[src/rtl/cache_fill_pkg.sv]
// cache_fill_pkg: shared constants and state encoding for the cache miss handler.
package cache_fill_pkg;

    localparam int ADDR_W_DEF = 16;
    localparam int LINE_W_DEF = 64;
    localparam int CNT_W      = 32;

    // 3-bit state encoding, kept as plain constants so legacy code can compare raw values
    typedef logic [2:0] state_t;
    localparam state_t S_IDLE   = 3'd0;
    localparam state_t S_D_WB   = 3'd1;
    localparam state_t S_D_FILL = 3'd2;
    localparam state_t S_D_WR   = 3'd3;
    localparam state_t S_I_FILL = 3'd4;
    localparam state_t S_I_WR   = 3'd5;

endpackage

[src/rtl/cache_fill_if.sv]
// cache_fill_if: cache-side miss/fill signals plus the single shared memory port.
// slave = the fill controller, master = caches + memory (or a testbench).
interface cache_fill_if
    import cache_fill_pkg::*;
#(
    parameter int ADDR_W = ADDR_W_DEF,
    parameter int LINE_W = LINE_W_DEF
);
    logic              i_miss;
    logic [ADDR_W-1:0] i_addr;
    logic              d_miss;
    logic              d_dirty;
    logic [ADDR_W-1:0] d_addr;
    logic [ADDR_W-1:0] d_victim_addr;
    logic [LINE_W-1:0] d_victim_data;
    logic              mem_re;
    logic              mem_we;
    logic [ADDR_W-1:0] mem_addr;
    logic [LINE_W-1:0] mem_wdata;
    logic [LINE_W-1:0] mem_rdata;
    logic              mem_valid;
    logic              i_fill_we;
    logic              d_fill_we;
    logic [LINE_W-1:0] fill_data;
    logic              i_rdy;
    logic              d_rdy;

    modport slave (
        input  i_miss, i_addr, d_miss, d_dirty, d_addr, d_victim_addr, d_victim_data,
        input  mem_rdata, mem_valid,
        output mem_re, mem_we, mem_addr, mem_wdata,
        output i_fill_we, d_fill_we, fill_data, i_rdy, d_rdy
    );

    modport master (
        output i_miss, i_addr, d_miss, d_dirty, d_addr, d_victim_addr, d_victim_data,
        output mem_rdata, mem_valid,
        input  mem_re, mem_we, mem_addr, mem_wdata,
        input  i_fill_we, d_fill_we, fill_data, i_rdy, d_rdy
    );
endinterface

[src/rtl/cache_fill_ctrl_sat_counter.sv]
// sat_counter: event counter that sticks at all-ones instead of wrapping.
module sat_counter #(
    parameter int W = 32
) (
    input  logic         clk,
    input  logic         rst,
    input  logic         inc,
    output logic [W-1:0] cnt
);

    // count up on inc, hold once saturated
    always_ff @(posedge clk or posedge rst) begin
        if (rst)
            cnt <= '0;
        else if (inc && (cnt != {W{1'b1}}))
            cnt <= cnt + 1'b1;
    end

endmodule

[src/rtl/cache_fill_ctrl.sv]
// cache_fill_ctrl: serialises D write-back/refill and I refill over one memory port
// and produces the i_rdy/d_rdy stall signals for the hazard unit.
// Optional: define CACHE_FILL_PERF_CNT_EN to add saturating miss/write-back/stall counters.
module cache_fill_ctrl
    import cache_fill_pkg::*;
#(
    parameter int ADDR_W = ADDR_W_DEF,
    parameter int LINE_W = LINE_W_DEF
) (
    input  logic             clk,
    input  logic             rst,
    cache_fill_if.slave      bus
`ifdef CACHE_FILL_PERF_CNT_EN
    ,
    output logic [CNT_W-1:0] i_miss_cnt,
    output logic [CNT_W-1:0] d_miss_cnt,
    output logic [CNT_W-1:0] wb_cnt,
    output logic [CNT_W-1:0] stall_cnt
`endif
);

    state_t            state, next_state;
    logic [ADDR_W-1:0] i_addr_q, d_addr_q, victim_addr_q;
    logic [LINE_W-1:0] victim_data_q;
    logic [LINE_W-1:0] fill_q;
    logic              leave_idle;
    logic              i_rdy_w, d_rdy_w;

    assign leave_idle = (state == S_IDLE) && (next_state != S_IDLE);

    // next-state: D has priority over I because it belongs to the older instruction
    always_comb begin
        next_state = state;
        case (state)
            S_IDLE: begin
                if (bus.d_miss)
                    next_state = bus.d_dirty ? S_D_WB : S_D_FILL;
                else if (bus.i_miss)
                    next_state = S_I_FILL;
            end
            S_D_WB:   if (bus.mem_valid) next_state = S_D_FILL;
            S_D_FILL: if (bus.mem_valid) next_state = S_D_WR;
            S_I_FILL: if (bus.mem_valid) next_state = S_I_WR;
            S_D_WR:   next_state = S_IDLE;
            S_I_WR:   next_state = S_IDLE;
            default:  next_state = S_IDLE;
        endcase
    end

    // state register; reset drops any in-flight request
    always_ff @(posedge clk or posedge rst) begin
        if (rst)
            state <= S_IDLE;
        else
            state <= next_state;
    end

    // capture request addresses/victim once so the memory request is stable
    always_ff @(posedge clk or posedge rst) begin
        if (rst) begin
            i_addr_q      <= '0;
            d_addr_q      <= '0;
            victim_addr_q <= '0;
            victim_data_q <= '0;
        end else if (leave_idle) begin
            i_addr_q      <= bus.i_addr;
            d_addr_q      <= bus.d_addr;
            victim_addr_q <= bus.d_victim_addr;
            victim_data_q <= bus.d_victim_data;
        end
    end

    // register the returned line; it is presented to the cache during *_WR
    always_ff @(posedge clk or posedge rst) begin
        if (rst)
            fill_q <= '0;
        else if (((state == S_D_FILL) || (state == S_I_FILL)) && bus.mem_valid)
            fill_q <= bus.mem_rdata;
    end

    // Moore decode of the memory port and fill strobes
    always_comb begin
        bus.mem_re    = 1'b0;
        bus.mem_we    = 1'b0;
        bus.mem_addr  = '0;
        bus.mem_wdata = '0;
        bus.i_fill_we = 1'b0;
        bus.d_fill_we = 1'b0;
        case (state)
            S_D_WB: begin
                bus.mem_we    = 1'b1;
                bus.mem_addr  = victim_addr_q;
                bus.mem_wdata = victim_data_q;
            end
            S_D_FILL: begin
                bus.mem_re   = 1'b1;
                bus.mem_addr = d_addr_q;
            end
            S_I_FILL: begin
                bus.mem_re   = 1'b1;
                bus.mem_addr = i_addr_q;
            end
            S_D_WR:  bus.d_fill_we = 1'b1;
            S_I_WR:  bus.i_fill_we = 1'b1;
            default: ;
        endcase
    end

    assign i_rdy_w = ~bus.i_miss & (state != S_I_FILL) & (state != S_I_WR);
    assign d_rdy_w = ~bus.d_miss & (state != S_D_WB) & (state != S_D_FILL) & (state != S_D_WR);

    assign bus.i_rdy     = i_rdy_w;
    assign bus.d_rdy     = d_rdy_w;
    assign bus.fill_data = fill_q;

`ifdef CACHE_FILL_PERF_CNT_EN
    logic i_inc, d_inc, wb_inc, stall_inc;

    assign i_inc     = (state == S_IDLE) && (next_state == S_I_FILL);
    assign d_inc     = (state == S_IDLE) && bus.d_miss;
    assign wb_inc    = (state == S_IDLE) && (next_state == S_D_WB);
    assign stall_inc = ~(i_rdy_w & d_rdy_w);

    sat_counter #(.W(CNT_W)) u_i_cnt  (.clk(clk), .rst(rst), .inc(i_inc),     .cnt(i_miss_cnt));
    sat_counter #(.W(CNT_W)) u_d_cnt  (.clk(clk), .rst(rst), .inc(d_inc),     .cnt(d_miss_cnt));
    sat_counter #(.W(CNT_W)) u_wb_cnt (.clk(clk), .rst(rst), .inc(wb_inc),    .cnt(wb_cnt));
    sat_counter #(.W(CNT_W)) u_st_cnt (.clk(clk), .rst(rst), .inc(stall_inc), .cnt(stall_cnt));
`endif

endmodule

[src/flat_wrapper.sv]
// flat-port wrapper written by rule: the top's interface ports become plain ports
module cache_fill_ctrl_flat import cache_fill_pkg::*;
#(
    parameter int ADDR_W = ADDR_W_DEF,
    parameter int LINE_W = LINE_W_DEF
)
  (clk, rst, bus_i_miss, bus_i_addr, bus_d_miss, bus_d_dirty, bus_d_addr, bus_d_victim_addr, bus_d_victim_data, bus_mem_rdata, bus_mem_valid, bus_mem_re, bus_mem_we, bus_mem_addr, bus_mem_wdata, bus_i_fill_we, bus_d_fill_we, bus_fill_data, bus_i_rdy, bus_d_rdy);
  cache_fill_if #(.ADDR_W(ADDR_W), .LINE_W(LINE_W)) bus_i ();
  input  logic clk;
  input  logic rst;
  input wire logic [$bits(bus_i.i_miss)-1:0] bus_i_miss;
  input wire logic [$bits(bus_i.i_addr)-1:0] bus_i_addr;
  input wire logic [$bits(bus_i.d_miss)-1:0] bus_d_miss;
  input wire logic [$bits(bus_i.d_dirty)-1:0] bus_d_dirty;
  input wire logic [$bits(bus_i.d_addr)-1:0] bus_d_addr;
  input wire logic [$bits(bus_i.d_victim_addr)-1:0] bus_d_victim_addr;
  input wire logic [$bits(bus_i.d_victim_data)-1:0] bus_d_victim_data;
  input wire logic [$bits(bus_i.mem_rdata)-1:0] bus_mem_rdata;
  input wire logic [$bits(bus_i.mem_valid)-1:0] bus_mem_valid;
  output wire logic [$bits(bus_i.mem_re)-1:0] bus_mem_re;
  output wire logic [$bits(bus_i.mem_we)-1:0] bus_mem_we;
  output wire logic [$bits(bus_i.mem_addr)-1:0] bus_mem_addr;
  output wire logic [$bits(bus_i.mem_wdata)-1:0] bus_mem_wdata;
  output wire logic [$bits(bus_i.i_fill_we)-1:0] bus_i_fill_we;
  output wire logic [$bits(bus_i.d_fill_we)-1:0] bus_d_fill_we;
  output wire logic [$bits(bus_i.fill_data)-1:0] bus_fill_data;
  output wire logic [$bits(bus_i.i_rdy)-1:0] bus_i_rdy;
  output wire logic [$bits(bus_i.d_rdy)-1:0] bus_d_rdy;
  assign bus_i.i_miss = bus_i_miss;
  assign bus_i.i_addr = bus_i_addr;
  assign bus_i.d_miss = bus_d_miss;
  assign bus_i.d_dirty = bus_d_dirty;
  assign bus_i.d_addr = bus_d_addr;
  assign bus_i.d_victim_addr = bus_d_victim_addr;
  assign bus_i.d_victim_data = bus_d_victim_data;
  assign bus_i.mem_rdata = bus_mem_rdata;
  assign bus_i.mem_valid = bus_mem_valid;
  assign bus_mem_re = bus_i.mem_re;
  assign bus_mem_we = bus_i.mem_we;
  assign bus_mem_addr = bus_i.mem_addr;
  assign bus_mem_wdata = bus_i.mem_wdata;
  assign bus_i_fill_we = bus_i.i_fill_we;
  assign bus_d_fill_we = bus_i.d_fill_we;
  assign bus_fill_data = bus_i.fill_data;
  assign bus_i_rdy = bus_i.i_rdy;
  assign bus_d_rdy = bus_i.d_rdy;
  cache_fill_ctrl #(.ADDR_W(ADDR_W), .LINE_W(LINE_W)) u_core (.clk(clk), .rst(rst), .bus(bus_i));
endmodule
[config.mk]
export PLATFORM = sky130hd
export DESIGN_NAME = cache_fill_ctrl_flat
export DESIGN_NICKNAME = d
export VERILOG_FILES = /design/src/rtl/cache_fill_pkg.sv /design/src/rtl/cache_fill_if.sv /design/src/rtl/cache_fill_ctrl_sat_counter.sv /design/src/rtl/cache_fill_ctrl.sv /design/src/flat_wrapper.sv
export SDC_FILE = /design/constraint.sdc
export NUM_CORES = 1
export LEC_CHECK = 0
export ABC_CLOCK_PERIOD_IN_PS = 4900
export BUFFER_PORTS_ARGS = -buffer_cell sky130_fd_sc_hd__buf_2
export CORE_UTILIZATION = 36
export CTS_BUF_LIST = sky130_fd_sc_hd__clkbuf_8
export DETAILED_ROUTE_END_ITERATION = 6
export GPL_ROUTABILITY_DRIVEN = 0
export PLACE_DENSITY_LB_ADDON = 0.1
export RECOVER_POWER = 100
export SLEW_MARGIN = 20
export SYNTH_ARGS = -nofsm -noshare
export SYNTH_HDL_FRONTEND = slang
export SYNTH_SLANG_ARGS = --single-unit
[constraint.sdc]
create_clock -name clk -period 4.9 [get_ports clk]
set_input_delay 0 -clock clk [delete_from_list [all_inputs] [get_ports clk]]
set_output_delay 0 -clock clk [all_outputs]
set_load 0.01 [all_outputs]
==> out/metrics.cfg, run 1 <==
[run_status]
outcome = finished, violations left
violations = max-capacitance violations, max-slew violations

[hold_path]
hold_path.class = input pin to flop

[critical_path]
path_cells = nor3b_1, clkbuf_2, and2_1, clkbuf_1
cp-start-kind = flop
slowest_stage = nor3b_1
crit_type = flop to primary output
setup.worst_path.end_class = primary output
cpPeakStageDelay_ns = 1.19
path_max_fanout = 53
cp_data_required_time_ns = 4.90
arrival_ns = 3.59
rrSetupSlack_ns = 1.46

[sta]
fin_ws_ns = 1.31
tightest_slew_ns = 2.70
skew_ns = 0.0154
slew_viol_final = 258
fmax_ghz = 0.279
maxSlewHeadroom_pct = -81.1
hold_viol_final = 0
tns_ns = 0
rsz0062_at_grt = no
finalCritPeriodShare_pct = 73.2
setup_violations = 0
period_minus_slack_ns = 3.59

[grt]
grt_pass1_wl_mm = 34.3
antenna_found_initial = 0
grtUsageTotal_pct = 20.2
grt_pass1_vias = 6686
grt_max_degree = 84
grt_overflow_total = 0

[clock_tree]
htreeDepth = 4
clk_latency_ns = 0.45
cts_root_buffer = clkbuf_8
cts_tree = done
cts.sinks = 179
cts.clk_slew.worst_paths_ns = 0.11
cts-buffers-inserted = 17
cts.repair.resized = 0
post-cts-setup-buffers = 0
clockBufferDepth = 2

[floorplanning]
die_h_um = 147
core_sq_um = 20400
die_area_sq_um = 21500
initial_core_util_pct = 37.0
rows = 52
die_w_um = 147
top_level_ports = 332

[detailed_routing]
drt_iter0_drc = 213
routedWlPerCell_um = 16.1
routed-via-count = 6082
routed_via_density = 4.61
first_pass_iters = 4
drc = 0
ant_nets = 0
drt-total-wl_mm = 21.2

[logic_synthesis]
syn_nets = 715
ys_seq_area_share_pct = 59.5
async_reset_ff_share_pct = 100
synth.avg_cell_area_sq_um = 14.1
synth_seq_cells = 179
syn_area_sq_um = 7530
dominantRegCellSynth = dfrtp_1
synth-edff-count = 0
yosysWarnings = 0
synth_cell_types = 27
synth_cells = 533

[placed_design]
numPortBuffers = 331
dp.cells = 1104
dpl_cell_area_sq_um = 9380
pre_cts_slack_ns = 2.30
hpwlAfterDp_mm = 14.0

[final_layout]
area_growth_pct = 51.9
drive_gt1_share_pct = 36.2
final_nets = 1218
final_area_sq_um = 11400
fillers = 1729
fin_cells = 1319
diodes = 0

[power]
cellPowerDensity_nw_per_um2 = 566
p_leak_nw = 5.13
ir_drop_uv = 258
total_power_mw = 6.47

[job]
cap_violations = 5

## what timing repair did
item / CTS / global route
hold endpoints to repair: 239 / 0
setup endpoints to repair: 0 / 0
hold buffers: 183 / 0
## cell usage after synthesis, drive strengths merged, types with 2 or more instances
cell type | instances | area [sq um]
a22oi | 16 | 120
clkbuf | 15 | 56.3
a21oi | 4 | 20.0
inv | 4 | 15.0
o21ai | 17 | 85.1
nand2b | 2 | 12.5
nor2 | 5 | 18.8
nor2b | 2 | 12.5
dfrtp | 179 | 4480
buf | 21 | 165
mux2 | 176 | 1980
nor3b | 4 | 30.0
and2 | 64 | 400
nand2 | 15 | 56.3
## per-stage QoR
stage               utilization [%]  hold WS (ns)
global placement               46.0         0.103
CTS                            57.0         0.156
detailed placement             46.0         0.118
finish                         56.1         0.293
global route                   56.1         0.259
floorplan                         -        0.0441
## registers in the layout, summed over array words and instances, names as in the netlist
| register | cells |
|---|---|
| u_core.bus.fill_data | 64 |
| u_core.d_addr_q | 16 |
| u_core.i_addr_q | 16 |
| u_core.state | 3 |
| u_core.victim_addr_q | 16 |
| u_core.victim_data_q | 64 |
## layer usage
layer | GRT usage, % | part of all wire [%] | vias to the layer above
met3 | 5.28 | 5.8 | 27
li1 | - | - | 2843
met2 | 35.1 | 50 | 224
met5 | 0 | 0 | -
met4 | 6.77 | 1.9 | 0
met1 | 24.2 | 42 | 2988
## critical path: cells and delay by family (launching register included)
| family | cells | cell delay (ns) |
|---|---|---|
| buf+inv | 2 | 0.98 |
| simple gates | 2 | 1.42 |
| flops | 1 | 0.71 |
## final cells by class
class | count | area [sq um] | area share, %
sequential | 179 | 4480 | 39.2
timing repair buffer | 520 | 3380 | 29.6
multi-input combinational | 314 | 2810 | 24.6
tap | 270 | 338 | 2.95
clock buffer | 17 | 234 | 2.05
clock inverter | 15 | 168 | 1.47
inverter | 4 | 16.3 | 0.142
## where the power goes
group	total (mW)	internal [mW]	switching (mW)	leakage (nW)
clock	1.02	0.427	0.594	0.191
sequential	2.67	2.24	0.425	2.11
combinational	2.78	1.42	1.36	2.83
## kinds of logic (layout without fill, tap and decap cells)
| group | after synthesis | after routing | synth area share [%] |
|---|---|---|---|
| buffers and inverters | 40 | 556 | 3.14 |
| XOR/XNOR | 1 | 1 | 0.116 |
| AND/OR/NAND/NOR | 98 | 98 | 7.66 |
| flip-flops | 179 | 179 | 59.5 |
| AO/OA/AOI/OAI | 39 | 39 | 3.23 |
| multiplexers | 176 | 176 | 26.3 |
## worst paths after layout
kind,start,end,cells past startpoint
max,u_core.state[1],bus_mem_wdata[39],4
min,bus_mem_rdata[28],u_core.bus.fill_data[28],3
max reg2reg,u_core.state[1],u_core.victim_addr_q[15],3
min reg2reg,u_core.bus.fill_data[58],u_core.bus.fill_data[58],1
max in group asynchronous,rst,u_core.bus.fill_data[15],4
min in group asynchronous,rst,u_core.bus.fill_data[61],3
## cells in the final DEF (no fill, tap or decap), types with 15 or more instances in the layout
cell           Yosys  final
dfrtp_1          179    179
a22oi_1           16     16
buf_2              6    223
nand2_1           15     15
dlygate4sd3_1      0    183
and2_1            64     45
mux2_2           116    115
clkbuf_1          15    109
o21ai_0           15     17
and2_0             0     19
mux2_1            60     61
clkbuf_8           0     17
Power figures use the tool's default switching activity.
==> inputs of run 2 (changes only) <==
Settings changed: ABC_CLOCK_PERIOD_IN_PS 4900 to 3250.
Clock period 4.9 ns to 3.25 ns, I/O delays scaled along.
==> out/metrics.cfg, run 2 (synthesis gave the netlist of run 1 again) <==
[run_status]
outcome = finished, violations left
violations = max-capacitance violations, max-slew violations

[sta]
slew_viol_final = 153  ; -41%
tightest_slew_ns = 1.92  ; -0.777 ns
tns_ns = 0  ; unchanged
fmax_ghz = 0.368
period_minus_slack_ns = 2.72
hold_viol_final = 0  ; unchanged
skew_ns = 0.0136  ; -0.00186 ns
finalCritPeriodShare_pct = 83.6
maxSlewHeadroom_pct = -29.0  ; +52 points
rsz0062_at_grt = no
setup_violations = 0  ; unchanged

[hold_path]
worstHoldStart = bus_mem_rdata[35]
hold_path.class = input pin to flop

[critical_path]
setup.worst_path.end_class = flop
critical_path_depth = 3  ; -1
cpPeakStageDelay_ns = 1.23  ; +0.04 ns
rr_startpoint = u_core.state[0]
worstReg2RegEnd = u_core.victim_addr_q[6]
cp-start-kind = flop
path_max_fanout = 112  ; +110%
cp_data_required_time_ns = 3.57  ; -1.33 ns
critPathBufInv = 1  ; -1
timing.critical_path.from = u_core.state[0]
crit_type = flop to flop
cp_top_family = buffers and inverters
endpoint = u_core.victim_addr_q[6]
path_cells = nor4_4, clkbuf_4, mux2_2
arrival_ns = 3.03  ; -0.56 ns
ff2ff_path_depth = 3  ; unchanged
slowest_stage = clkbuf_4
rrSetupSlack_ns = 0.53  ; -0.93 ns

[clock_tree]
cts_root_buffer = clkbuf_8
htreeDepth = 4  ; unchanged
cts_tree = done
cts.sinks = 179  ; unchanged
post-cts-setup-buffers = 0  ; unchanged
clockBufferDepth = 2  ; unchanged
clk_latency_ns = 0.44  ; about the same
cts-buffers-inserted = 17  ; unchanged
cts.clk_slew.worst_paths_ns = 0.09  ; -0.02 ns

[grt]
grt_max_degree = 113  ; +35%
grtUsageTotal_pct = 19.9  ; -0.29 points
grt_overflow_total = 0  ; unchanged
grt_pass1_wl_mm = 33.9  ; -1.1%
grt_pass1_vias = 6742  ; +0.84%
antenna_found_initial = 0  ; unchanged

[floorplanning]
initial_core_util_pct = 37.0  ; unchanged
core_sq_um = 20400  ; unchanged
die_area_sq_um = 21500  ; unchanged
die_h_um = 147  ; unchanged
rows = 52  ; unchanged
die_w_um = 147  ; unchanged
top_level_ports = 332  ; unchanged

[final_layout]
layout_commonest_cell = buf_2
fillers = 1747  ; +1.0%
area_growth_pct = 53.4
final_nets = 1220  ; +0.16%
diodes = 0  ; unchanged
final_cell_mix = buf_2, dlygate4sd3_1, dfrtp_1
drive_gt1_share_pct = 35.5  ; -0.70 points
post-route-util_pct = 56.7  ; +0.55 points

[detailed_routing]
routed_via_density = 4.59  ; -0.39%
drc = 0  ; unchanged
routedWlPerCell_um = 15.6  ; -3.0%
drt-total-wl_mm = 20.6  ; -2.9%
routed-via-count = 6063  ; -0.31%
drt_iter0_drc = 117  ; -45%
first_pass_iters = 4  ; unchanged
ant_nets = 0  ; unchanged

[power]
p_leak_nw = 5.15  ; +0.42%
cellPowerDensity_nw_per_um2 = 859  ; +52%
ir_drop_uv = 427  ; +66%
total_power_mw = 9.91  ; +53%

[job]
cap_violations = 2  ; -3

[placed_design]
hpwlAfterDp_mm = 13.4  ; -4.6%
numPortBuffers = 331  ; unchanged

==> run 2: timing repair <==
item	CTS	global route
hold buffers	183	0
hold endpoints to repair	217	0
setup endpoints to repair	0	0
resized for setup	0	0
==> run 2: worst min-delay path, stage by stage <==
cell and delay, ns:
dlygate4sd3_1 0.52, buf_2 0.09, mux2_1 0.11
==> run 2: power breakdown <==
group	switching (mW)	internal, mW	total (mW)
Combinational	2.04	2.13	4.16
Clock	0.831	0.928	1.76
Sequential	0.609	3.38	3.99
Total	3.48	6.44	9.91
==> run 2: how the worst min path moves through the flow <==
stage,endpoint,slack [ns],cells after the start
2_1_floorplan,bus_i_rdy,0.04,1
3_3_place_gp,u_core.bus.fill_data[58],0.22,2
3_5_place_dp,u_core.bus.fill_data[35],0.22,2
4_1_cts,u_core.bus.fill_data[33],0.25,3
5_1_grt,u_core.victim_data_q[59],0.27,3
6_report,u_core.bus.fill_data[35],0.30,3
==> run 2: metrics by stage <==
stage	cell area [sq um]	setup slack (ns)	instances	hold WS, ns
finish	11500	0.534	1320	0.301
CTS	11700	0.562	1320	0.255
global route	11500	0.270	1320	0.267
global placement	9440	1.16	1106	0.217
floorplan	7530	0.955	533	0.0441
detailed placement	9440	1.10	1106	0.221
==> run 2: final cells by class <==
type,instances,area [sq um],share of cell area (%)
clock buffers,17,234,2.03
inverters,4,16.3,0.141
repair buffers,522,3420,29.6
multi-input cells,314,2830,24.5
clock inverters,14,224,1.94
well taps,270,338,2.93
flip-flops and latches,179,4480,38.8
==> run 2: routing by layer <==
layer / global-route usage [%] / up-vias / part of all wire [%]
met5: 0 / - / 0
met4: 5.26 / 0 / 1.3
met3: 5.78 / 21 / 5.7
met2: 35.0 / 205 / 51
met1: 23.6 / 2982 / 42
li1: - / 2855 / -
==> inputs of run 3 (changes only) <==
Settings changed: ABC_AREA set to 1, ABC_CLOCK_PERIOD_IN_PS 3250 to 2200.
Clock period 3.25 ns to 2.2 ns, I/O delays scaled along.
==> out/metrics.cfg, run 3 <==
[run_status]
outcome = completed

[sta]
hold_viol_final = 0  ; unchanged
finalCritPeriodShare_pct = 91.5
maxSlewHeadroom_pct = 35.9  ; +65 points
tightest_slew_ns = 0.956  ; -0.969 ns
whs_ns = 0.0917  ; -0.210 ns
tns_ns = 0  ; unchanged
fin_ws_ns = 0.187  ; -0.347 ns
slew_viol_final = 0  ; -100%
fmax_ghz = 0.497
skew_ns = 0.0135  ; -0.000117 ns
setup_violations = 0  ; unchanged
rsz0062_at_grt = no
period_minus_slack_ns = 2.01

[logic_synthesis]
synth_top_area_share_pct = 57.3  ; -2.2 points
syn_area_sq_um = 7810  ; +3.8%
syn_nets = 1051  ; +47%
synth.avg_cell_area_sq_um = 8.99  ; -36%
synth_cell_types = 16  ; -41%
ys_seq_area_share_pct = 57.3  ; -2.2 points
synth_seq_cells = 179  ; unchanged
dominantRegCellSynth = dfrtp_1
synth_largest_area_cell = dfrtp_1
ys_top_cells_by_count = nand2_1, dfrtp_1, nand3_1
yosys-top-cells-area = dfrtp_1, nand2_1, mux2_2, nand3_1, inv_1
synth_cells = 869  ; +63%
synth-edff-count = 0  ; unchanged
yosys.cell_count.top_type = nand2_1
yosysWarnings = 0  ; unchanged
async_reset_ff_share_pct = 100  ; unchanged

[critical_path]
crit_type = input pin to flop
critPathBufInv = 4  ; +3
path_max_fanout = 112  ; unchanged
slowest_stage = dlygate4sd3_1
path_cells = dlygate4sd3_1, clkbuf_1, nand2_1, dlygate4sd3_1, a21oi_1, nor2_1, nand2_4, buf_12, nand3_1, nand2_1
cpPeakStageDelay_ns = 0.56  ; -0.67 ns
arrival_ns = 2.41  ; -0.62 ns
setup.worst_path.end_class = flop
cp-start-kind = input pin
cp_data_required_time_ns = 2.60  ; -0.97 ns
cp_top_family = buffers and inverters

[detailed_routing]
drt_iter0_drc = 295  ; +150%
routedWlPerCell_um = 14.7  ; -5.9%
ant_nets = 0  ; unchanged
drc = 0  ; unchanged
first_pass_iters = 4  ; unchanged
routed-via-count = 7449  ; +23%
routed_via_density = 4.52  ; -1.7%
drt-total-wl_mm = 24.2  ; +18%

[grt]
grtUsageTotal_pct = 21.9  ; +1.9 points
grt_pass1_vias = 7565  ; +12%
antenna_found_initial = 1  ; +1
grt_max_degree = 113  ; unchanged
grt_overflow_total = 0  ; unchanged
grt_pass1_wl_mm = 38.1  ; +12%

[final_layout]
final_nets = 1542  ; +26%
fin_cells = 1649  ; +25%
post-route-util_pct = 55.5  ; -1.2 points
drive_gt1_share_pct = 22.5  ; -13 points
final_cell_mix = nand2_1, buf_2, dlygate4sd3_1
layout_commonest_cell = nand2_1
final_area_sq_um = 11700  ; +1.7%
area_growth_pct = 50.3

[floorplanning]
die_h_um = 149  ; +1.9%
initial_core_util_pct = 36.9  ; about the same
top_level_ports = 332  ; unchanged
core_sq_um = 21200  ; +3.9%
die_area_sq_um = 22300  ; +3.8%
rows = 53  ; +1.9%
die_w_um = 149  ; +1.9%

[hold_path]
hold_path.class = input pin to flop

[placed_design]
dp.cells = 1435  ; +30%
hpwlAfterDp_mm = 15.5  ; +16%
pre_cts_slack_ns = 0.337  ; -0.759 ns
numPortBuffers = 331  ; unchanged
dpl_cell_area_sq_um = 9750  ; +3.3%

[clock_tree]
clockBufferDepth = 2  ; unchanged
cts.sinks = 179  ; unchanged
cts_tree = done
post-cts-setup-buffers = 0  ; unchanged
cts-buffers-inserted = 17  ; unchanged
cts.clk_slew.worst_paths_ns = 0.10  ; about the same
clk_latency_ns = 0.45  ; about the same
htreeDepth = 4  ; unchanged
cts_root_buffer = clkbuf_8

[power]
p_leak_nw = 5.98  ; +16%
cellPowerDensity_nw_per_um2 = 1350  ; +57%
ir_drop_uv = 1240  ; +190%
total_power_mw = 15.8  ; +59%

[job]
cap_violations = 0  ; -2

## run 3: layout make-up
| class | count | area, sq um |
|---|---|---|
| inverter | 79 | 304 |
| timing repair buffer | 525 | 3450 |
| tap | 275 | 344 |
| fill | 2085 | 9410 |
| antenna | 1 | 2.50 |
| clock buffer | 17 | 234 |
| clock inverter | 15 | 161 |
| sequential | 179 | 4480 |
| multi-input combinational | 558 | 2770 |
## run 3: repair_timing
action / in CTS / in global routing
hold buffers: 181 / 0
endpoints found under the setup margin: 0 / 6
resized for setup: 0 / 2
endpoints found under the hold margin: 198 / 0
## run 3: cells by family (layout without fill, tap and decap cells)
family	Yosys count	in the layout	synth area share, %
flops	179	179	57.3
simple gates	491	491	26.0
other cells	0	1	0
mux	64	64	9.22
buf+inv	132	636	7.25
compound gates	3	3	0.192
## run 3: where the power goes
| part | total (mW) | leakage (nW) | internal, mW | switching, mW |
|---|---|---|---|---|
| combinational | 7.71 | 3.61 | 2.87 | 4.84 |
| sequential | 5.79 | 2.18 | 4.97 | 0.819 |
| clock | 2.30 | 0.193 | 0.949 | 1.35 |
## run 3: layer usage
layer	vias up	routed length, um	share of wire [%]	global-route usage, %
li1	3694	-	-	-
met1	3481	10300	43	26.7
met2	238	11700	48	37.2
met3	36	1600	6.6	5.47
met4	0	570	2.4	7.81
met5	-	0	0	0
## run 3: worst paths after layout
| path | start | to | cells past startpoint | slack [ns] |
|---|---|---|---|---|
| worst max register to register | u_core.state[2] | u_core.bus.fill_data[40] | 6 | 0.22 |
| worst min register to register | u_core.victim_data_q[25] | u_core.victim_data_q[25] | 2 | 0.48 |
| max in group asynchronous | rst | u_core.victim_data_q[57] | 4 | 0.55 |
| worst min-delay path | bus_d_dirty | u_core.state[0] | 7 | 0.09 |
| min in group asynchronous | rst | u_core.bus.fill_data[23] | 3 | 0.27 |
| worst max-delay path | bus_i_miss | u_core.victim_data_q[36] | 10 | 0.19 |
## run 3: worst reg2reg max path: cells and delay by family, from the launching register on
kind                   cells  cell delay [ns]
AND/OR/NAND/NOR            3             0.39
buffers and inverters      2             0.56
flip-flops                 1             0.43
multiplexers               1             0.49
